### config.mk
export PLATFORM = sky130hd
export DESIGN_NAME = wb_write_queue
export DESIGN_NICKNAME = d
export VERILOG_FILES = /design/src/rtl/wb_write_queue.sv
export SDC_FILE = /design/constraint.sdc
export NUM_CORES = 1
export LEC_CHECK = 0
export CORE_MARGIN = 4
export CORE_UTILIZATION = 42
export CTS_CLUSTER_DIAMETER = 200
export CTS_CLUSTER_SIZE = 28
export DETAILED_ROUTE_END_ITERATION = 6
export PLACE_DENSITY = 0.69
export SETUP_SLACK_MARGIN = 0.02
export SYNTH_ARGS = -nofsm -noshare
export SYNTH_HDL_FRONTEND = slang
export SYNTH_SLANG_ARGS = --single-unit
### constraint.sdc
create_clock -name clk -period 3.9 [get_ports clk]
set_input_delay 0.78 -clock clk [delete_from_list [all_inputs] [get_ports clk]]
set_output_delay 0.78 -clock clk [all_outputs]
set_load 0.05 [all_outputs]
### src/rtl/wb_write_queue.sv
// In-order write-back queue owning the register-file write port, with pending-register lookup.
// Forwarding of the youngest pending value is built only when WB_FWD_EN is defined.
module wb_write_queue #(
  parameter int DEPTH = 4,
  parameter int XLEN  = 64,
  parameter int AW    = 6
) (
  input  logic                     clk,
  input  logic                     rst,
  input  logic                     in_valid,
  output logic                     in_ready,
  input  logic [AW-1:0]            in_rd,
  input  logic [XLEN-1:0]          in_data,
  input  logic                     drain_en,
  output logic [XLEN-1:0]          wrt_data,
  output logic [AW-1:0]            rd,
  output logic                     RegWrite,
  input  logic [AW-1:0]            rs1,
  input  logic [AW-1:0]            rs2,
  output logic                     pend1,
  output logic                     pend2,
  output logic [XLEN-1:0]          fwd_data1,
  output logic [XLEN-1:0]          fwd_data2,
  output logic                     fwd_hit1,
  output logic                     fwd_hit2,
  output logic [$clog2(DEPTH):0]   count,
  output logic                     full,
  output logic                     empty
);

  localparam int PW = $clog2(DEPTH);
  localparam int CW = PW + 1;

  logic [AW-1:0]   rd_q   [DEPTH];
  logic [AW-1:0]   rd_d   [DEPTH];
  logic [XLEN-1:0] data_q [DEPTH];
  logic [XLEN-1:0] data_d [DEPTH];
  logic [DEPTH-1:0] valid_q, valid_d;
  logic [PW-1:0]    head_q, head_d;
  logic [PW-1:0]    tail_q, tail_d;
  logic [CW-1:0]    count_q, count_d;

  logic push, pop;

  always_comb begin
    full     = (count_q == CW'(DEPTH));
    empty    = (count_q == '0);
    in_ready = !full;
    // x0 results complete the handshake but are never stored
    push     = in_valid && in_ready && (in_rd != '0);
    pop      = !empty && drain_en;
    RegWrite = pop;
    rd       = empty ? '0 : rd_q[head_q];
    wrt_data = empty ? '0 : data_q[head_q];
    count    = count_q;
  end

  always_comb begin
    rd_d    = rd_q;
    data_d  = data_q;
    valid_d = valid_q;
    head_d  = head_q;
    tail_d  = tail_q;
    count_d = count_q;
    if (pop) begin
      valid_d[head_q] = 1'b0;
      head_d          = head_q + PW'(1);
    end
    if (push) begin
      rd_d[tail_q]    = in_rd;
      data_d[tail_q]  = in_data;
      valid_d[tail_q] = 1'b1;
      tail_d          = tail_q + PW'(1);
    end
    case ({push, pop})
      2'b10:   count_d = count_q + CW'(1);
      2'b01:   count_d = count_q - CW'(1);
      default: count_d = count_q;
    endcase
  end

  always_ff @(posedge clk) begin
    if (rst) begin
      valid_q <= '0;
      head_q  <= '0;
      tail_q  <= '0;
      count_q <= '0;
    end else begin
      valid_q <= valid_d;
      head_q  <= head_d;
      tail_q  <= tail_d;
      count_q <= count_d;
    end
  end

  // Payload needs no reset: it is only observed through valid bits and the empty flag
  always_ff @(posedge clk) begin
    rd_q   <= rd_d;
    data_q <= data_d;
  end

  always_comb begin
    pend1 = 1'b0;
    pend2 = 1'b0;
    for (int i = 0; i < DEPTH; i++) begin
      if (valid_q[i] && (rd_q[i] == rs1) && (rs1 != '0)) pend1 = 1'b1;
      if (valid_q[i] && (rd_q[i] == rs2) && (rs2 != '0)) pend2 = 1'b1;
    end
  end

`ifdef WB_FWD_EN
  // Walk oldest to youngest so the last match is the youngest pending value
  always_comb begin
    logic [PW-1:0] idx;
    idx       = '0;
    fwd_hit1  = 1'b0;
    fwd_hit2  = 1'b0;
    fwd_data1 = '0;
    fwd_data2 = '0;
    for (int i = 0; i < DEPTH; i++) begin
      idx = head_q + PW'(i);
      if (valid_q[idx] && (rd_q[idx] == rs1) && (rs1 != '0)) begin
        fwd_hit1  = 1'b1;
        fwd_data1 = data_q[idx];
      end
      if (valid_q[idx] && (rd_q[idx] == rs2) && (rs2 != '0)) begin
        fwd_hit2  = 1'b1;
        fwd_data2 = data_q[idx];
      end
    end
  end
`else
  assign fwd_hit1  = 1'b0;
  assign fwd_hit2  = 1'b0;
  assign fwd_data1 = '0;
  assign fwd_data2 = '0;
`endif

endmodule

==> results.sh, run 1 <==
export IMPL_viasPerCell=4.890
export IMPL_drt_pass1_iterations=4
export IMPL_crit_path_end_kind="primary output"
export IMPL_tightest_slew_ns=0.6524
export IMPL_fillers=2497
export IMPL_worstPathArrival_ns=2.87
export IMPL_initial_core_util=0.4287
export IMPL_whs_ns=0.5646
export IMPL_num_io_pins=295
export IMPL_yosys_warnings=0
export IMPL_drc=0
export IMPL_cts_setup_buffers=0
export IMPL_synth_area_leader_cell="edfxtp_1"
export IMPL_synthFlopType="edfxtp_1"
export IMPL_ys_top_cells_by_area="edfxtp_1 66%, mux4_2 12%, buf_4 7.6%"
export IMPL_drv_slew=0
export IMPL_cts_hold_buffers=0
export IMPL_maxSlewHeadroom=0.5651
export IMPL_path_clk_slew_ns=0.11
export IMPL_htree_levels=1
export IMPL_final_common_cell="edfxtp_1"
export IMPL_seq_area_um2=8636
export IMPL_portBuffers=164
export IMPL_outcome="finished, final reports clean"
export IMPL_vias=6250
export IMPL_finalHoldViolations=0
export IMPL_min_period_ns=3.655
export IMPL_stdcell_count=1278
export IMPL_synth_top_area_share=0.6583
export IMPL_avgSynthCellArea_um2=17.50
export IMPL_clockBufferDepth=3
export IMPL_row_count=63
export IMPL_ir_worst_vdd_mv=0.5584
export IMPL_critPathMaxFanout=17
export IMPL_fin_nets=981
export IMPL_wl_per_cell_um=19.70
export IMPL_dieArea_um2=33260
export IMPL_post_dp_hpwl_um=16600
export IMPL_synth_edf_count=280
export IMPL_yosys_cell_types_count=29
export IMPL_place_congestion=0.8533
export IMPL_fmaxAchievable_mhz=273.6
export IMPL_synth_area_um2=12770
export IMPL_grt_overflow_total=0
export IMPL_fin_crit_sh=0.9371
export IMPL_crit_required_ns=3.12
export IMPL_cts_buffers=14
export IMPL_fin_skew_ns=0.02162
export IMPL_clock_sinks=291
export IMPL_layout_common_cells="280 x edfxtp_1, 162 x clkdlybuf4s50_1, 130 x conb_1, 71 x nor2b_1, 70 x mux4_2"
export IMPL_grt_total_usage=0.1455
export IMPL_cellPowerDensity_nw_per_um2=680.4
export IMPL_path_class="register to primary output"
export IMPL_clock_latency_ns=0.49
export IMPL_utilization=0.4990
export IMPL_area_growth_pct=16.41
export IMPL_setup_viol=0
export IMPL_wirelength_um=25180
export IMPL_ant_nets=0
export IMPL_hp_class="register to register"
export IMPL_start_kind="register"
export IMPL_postSynth_asyncResetShare=0
export IMPL_rsz0062_at_grt="no"
export IMPL_synth_seq_area_share=0.6755
export IMPL_leakagePower_nw=4.859
export IMPL_dp_cells=1259
export IMPL_coreArea_um2=29800
export IMPL_first_global_vias=6379
export IMPL_grt_pass1_wl_um=37810
export IMPL_multi_input_area_um2=3475
export IMPL_drive_gt1_frac=0.1295
export IMPL_tns_ns=0
export IMPL_syn_inst=730
export IMPL_antenna_cells=0
export IMPL_synth_seq_cells=291
export IMPL_cap_violations=0
export IMPL_initialDrtViolationCount=355
export IMPL_die_width_um=182.4
export IMPL_ctsResizeCount=0
export IMPL_grt_max_degree=50
export IMPL_power_mw=10.12
export IMPL_cts_tree="yes"
export IMPL_antenna_found_initial=0
export IMPL_cts_root_buf="clkbuf_16"
export IMPL_die_h_um=182.4
[power by group]
part | leakage [nW] | switching (mW) | internal (mW)
Sequential | 2.66 | 0.173 | 3.78
Combinational | 2.00 | 2.89 | 1.65
Clock | 0.198 | 0.903 | 0.719
[sequential cells by signal, summed over array words and instances, names as in the netlist]
signal,cells
count,3
data_q,256
head_q,2
rd_q,24
tail_q,2
valid_q,4
[critical path: stages, from the launching register on]
cell	delay (ns)
dfxtp_4	0.60
buf_4	0.32
mux4_2	0.53
nor2b_1	0.16
clkdlybuf4s50_1	0.75
[cell usage after synthesis (4+ instances only)]
cell	number
a21oi_1	5
a22oi_2	4
and2_1	4
buf_2	8
buf_4	130
clkbuf_1	28
dfxtp_1	11
edfxtp_1	280
ha_1	9
inv_1	9
mux4_2	70
nand2_1	4
nand4_1	8
nor2_1	14
nor2b_1	71
nor4_1	12
xnor2_1	26
xor2_1	26
[stage by stage]
| stage | worst slack, ns | instance area (um^2) |
|---|---|---|
| after floorplan | 0.02354 | 13260 |
| after global placement | 0.3002 | 14460 |
| after detailed placement | 0.2450 | 14460 |
| after CTS | 0.1773 | 14870 |
| after global routing | 0.06731 | 14870 |
| final | 0.2452 | 14870 |
[worst paths after layout]
path	start	endpoint	slack, ns	cells past startpoint
worst max-delay path	head_q[0]	wrt_data[34]	0.25	4
worst min-delay path	valid_q[0]	valid_q[0]	0.56	2
worst max register to register	count[2]	count[2]	1.33	10
worst min register to register	valid_q[0]	valid_q[0]	0.56	2
[cell type report]
type,count,area share
Tap cell,390,0.03282
Clock buffer,18,0.02600
Inverter,9,0.002272
Timing Repair Buffer,178,0.1230
Multi-Input combinational cell,391,0.2337
Clock inverter,1,0.001346
Sequential cell,291,0.5808
[metal layers]
metal,vias to the layer above,global-route usage,part of all wire
met5,-,0,0
met2,251,0.2570,0.51
met1,3208,0.1919,0.41
met3,24,0.02771,0.071
met4,0,0.02432,0.012
li1,2767,-,-
[kinds of logic (layout without fill, tap and decap cells)]
logic type                 after synthesis  count (layout)  synth area share
xor gates and xnor gates                52              52           0.03566
DFF                                    291             291            0.6755
muxes                                   71              71            0.1242
other                                    1             130         0.0002936
AOI/OAI and AO/OA                       11              11          0.007934
adders and majority gates               10              10           0.01038
buffers and inverters                  177             206           0.09159
and+or+nand+nor                        117             117           0.05437
No activity file was read; power rests on OpenSTA's default activity.
==> run 2, diff against run 1 <==
--- a/config.mk
+++ b/config.mk
@@ -6,11 +6,11 @@
 export NUM_CORES = 1
 export LEC_CHECK = 0
 export CORE_MARGIN = 4
-export CORE_UTILIZATION = 42
+export CORE_UTILIZATION = 50
 export CTS_CLUSTER_DIAMETER = 200
 export CTS_CLUSTER_SIZE = 28
 export DETAILED_ROUTE_END_ITERATION = 6
-export PLACE_DENSITY = 0.69
+export PLACE_DENSITY = 0.8
 export SETUP_SLACK_MARGIN = 0.02
 export SYNTH_ARGS = -nofsm -noshare
 export SYNTH_HDL_FRONTEND = slang
==> results.sh, run 2 (synthesis results as in run 1) <==
export IMPL_outcome="finished, final reports clean"
export IMPL_regToRegStartpoint="count[0]"
export IMPL_initialDrtViolationCount=407
export IMPL_path_class="register to primary output"
export IMPL_cap_violations=0
export IMPL_final_common_cell="edfxtp_1"
export IMPL_regMostFlops="data_q"
export IMPL_grt_max_degree=52
export IMPL_area_growth_pct=16.05
export IMPL_dpl_worst_slack_ns=0.2340
export IMPL_timing_final_ws_setup_ns=0.2675
export IMPL_vias=6286
export IMPL_slowest_delay_ns=0.73
export IMPL_hold_path_endpoint="tail_q[1]"
export IMPL_post_dp_hpwl_um=16250
export IMPL_hp_start="tail_q[1]"
export IMPL_start_kind="register"
export IMPL_htree_levels=1
export IMPL_cts_root_buf="clkbuf_16"
export IMPL_grt_pass1_wl_um=37840
export IMPL_reg2reg_depth=10
export IMPL_ctsResizeCount=0
export IMPL_cpMaxStageDelayCell="clkdlybuf4s50_1"
export IMPL_fin_nets=981
export IMPL_grt_total_usage=0.1711
export IMPL_cts_hold_buffers=0
export IMPL_cts_tree="yes"
export IMPL_antenna_cells=0
export IMPL_maxSlewHeadroom=0.6207
export IMPL_cts_setup_buffers=0
export IMPL_power_mw=10.15
export IMPL_fmaxAchievable_mhz=275.3
export IMPL_die_h_um=167.8
export IMPL_fin_skew_ns=0.02760
export IMPL_num_io_pins=295
export IMPL_drc=0
export IMPL_initial_core_util=0.5072
export IMPL_cts_buffers=14
export IMPL_antenna_found_initial=0
export IMPL_min_period_ns=3.632
export IMPL_leakagePower_nw=4.869
export IMPL_largest_reg_flops=256
export IMPL_grt_overflow_total=0
export IMPL_dieArea_um2=28170
export IMPL_finalHoldViolations=0
export IMPL_worstPathArrival_ns=2.85
export IMPL_coreArea_um2=25180
export IMPL_drive_gt1_frac=0.1294
export IMPL_crit_path_end_kind="primary output"
export IMPL_cellPowerDensity_nw_per_um2=684.9
export IMPL_portBuffers=164
export IMPL_clock_latency_ns=0.50
export IMPL_viasPerCell=5.157
export IMPL_layout_common_cells="280 x edfxtp_1, 162 x clkdlybuf4s50_1, 130 x conb_1, 71 x nor2b_1, 70 x mux4_2"
export IMPL_clock_sinks=291
export IMPL_row_count=58
export IMPL_hold_path_depth=2
export IMPL_path_clk_slew_ns=0.11
export IMPL_ir_worst_vdd_mv=0.6398
export IMPL_reg_top3="data_q x256, rd_q x24, valid_q x4"
export IMPL_tightest_slew_ns=0.5672
export IMPL_die_width_um=167.8
export IMPL_reg2reg_to="count[2]"
export IMPL_first_global_vias=6461
export IMPL_crit_required_ns=3.12
export IMPL_tns_ns=0
export IMPL_critPathMaxFanout=23
export IMPL_hp_class="register to register"
export IMPL_ant_nets=0
export IMPL_rrSetupSlack_ns=1.63
export IMPL_drv_slew=0
export IMPL_drt_pass1_iterations=4
export IMPL_crit_chain="buf_12 -> mux4_2 -> nor2b_1 -> clkdlybuf4s50_1"
export IMPL_wirelength_um=24710
export IMPL_wl_per_cell_um=20.27
export IMPL_setup_viol=0
export IMPL_rsz0062_at_grt="no"
export IMPL_fin_crit_sh=0.9314
export IMPL_clockBufferDepth=3
export IMPL_utilization=0.5886
export IMPL_place_congestion=0.8258
## run 2: metal layers
metal | vias to the layer above | part of all wire | global-route usage
met5 | - | 0 | 0
met4 | 0 | 0.018 | 0.03423
met3 | 36 | 0.077 | 0.03710
met2 | 257 | 0.51 | 0.3005
met1 | 3225 | 0.39 | 0.2228
li1 | 2768 | - | -
## run 2: critical path, delay by kind of cell (launching register included)
family / cells / cell delay [ns]
AND/OR/NAND/NOR: 1 / 0.18
buffers and inverters: 2 / 1.01
multiplexers: 1 / 0.52
flip-flops: 1 / 0.64
## run 2: worst max path at each step
stage              start      endpoint  slack, ns
3_3_place_gp    in_rd[2]      count[2]       0.33
3_5_place_dp    in_rd[2]      count[2]       0.23
6_report       head_q[0]  wrt_data[36]       0.27
4_1_cts        head_q[0]  wrt_data[36]       0.20
2_1_floorplan   count[0]     data_q[0]       0.02
5_1_grt        head_q[0]  wrt_data[36]       0.09
## run 2: stage by stage
| stage | hold slack (ns) | instance area, um^2 | instances |
|---|---|---|---|
| after global routing | 0.6200 | 14820 | 1219 |
| final | 0.5622 | 14820 | 1219 |
| after floorplan | 0.4888 | 13260 | 859 |
| after CTS | 0.5739 | 14820 | 1219 |
| after detailed placement | 0.5341 | 14410 | 1199 |
| after global placement | 0.5327 | 14410 | 1199 |
## run 2: area by class of cell
class                   count  area [um^2]
well taps                 330        412.9
repair buffers            178         1854
inverters                   9        33.78
multi-input cells         391         3475
flip-flops and latches    291         8636
clock buffers              19        390.4
fillers                  1872        10360
clock inverters             1        20.02
## run 2: power by group
part / internal [mW] / leakage, nW / total (mW) / switching, mW
clock: 0.722 / 0.199 / 1.63 / 0.907
combinational: 1.68 / 2.01 / 4.56 / 2.88
sequential: 3.78 / 2.66 / 3.96 / 0.184
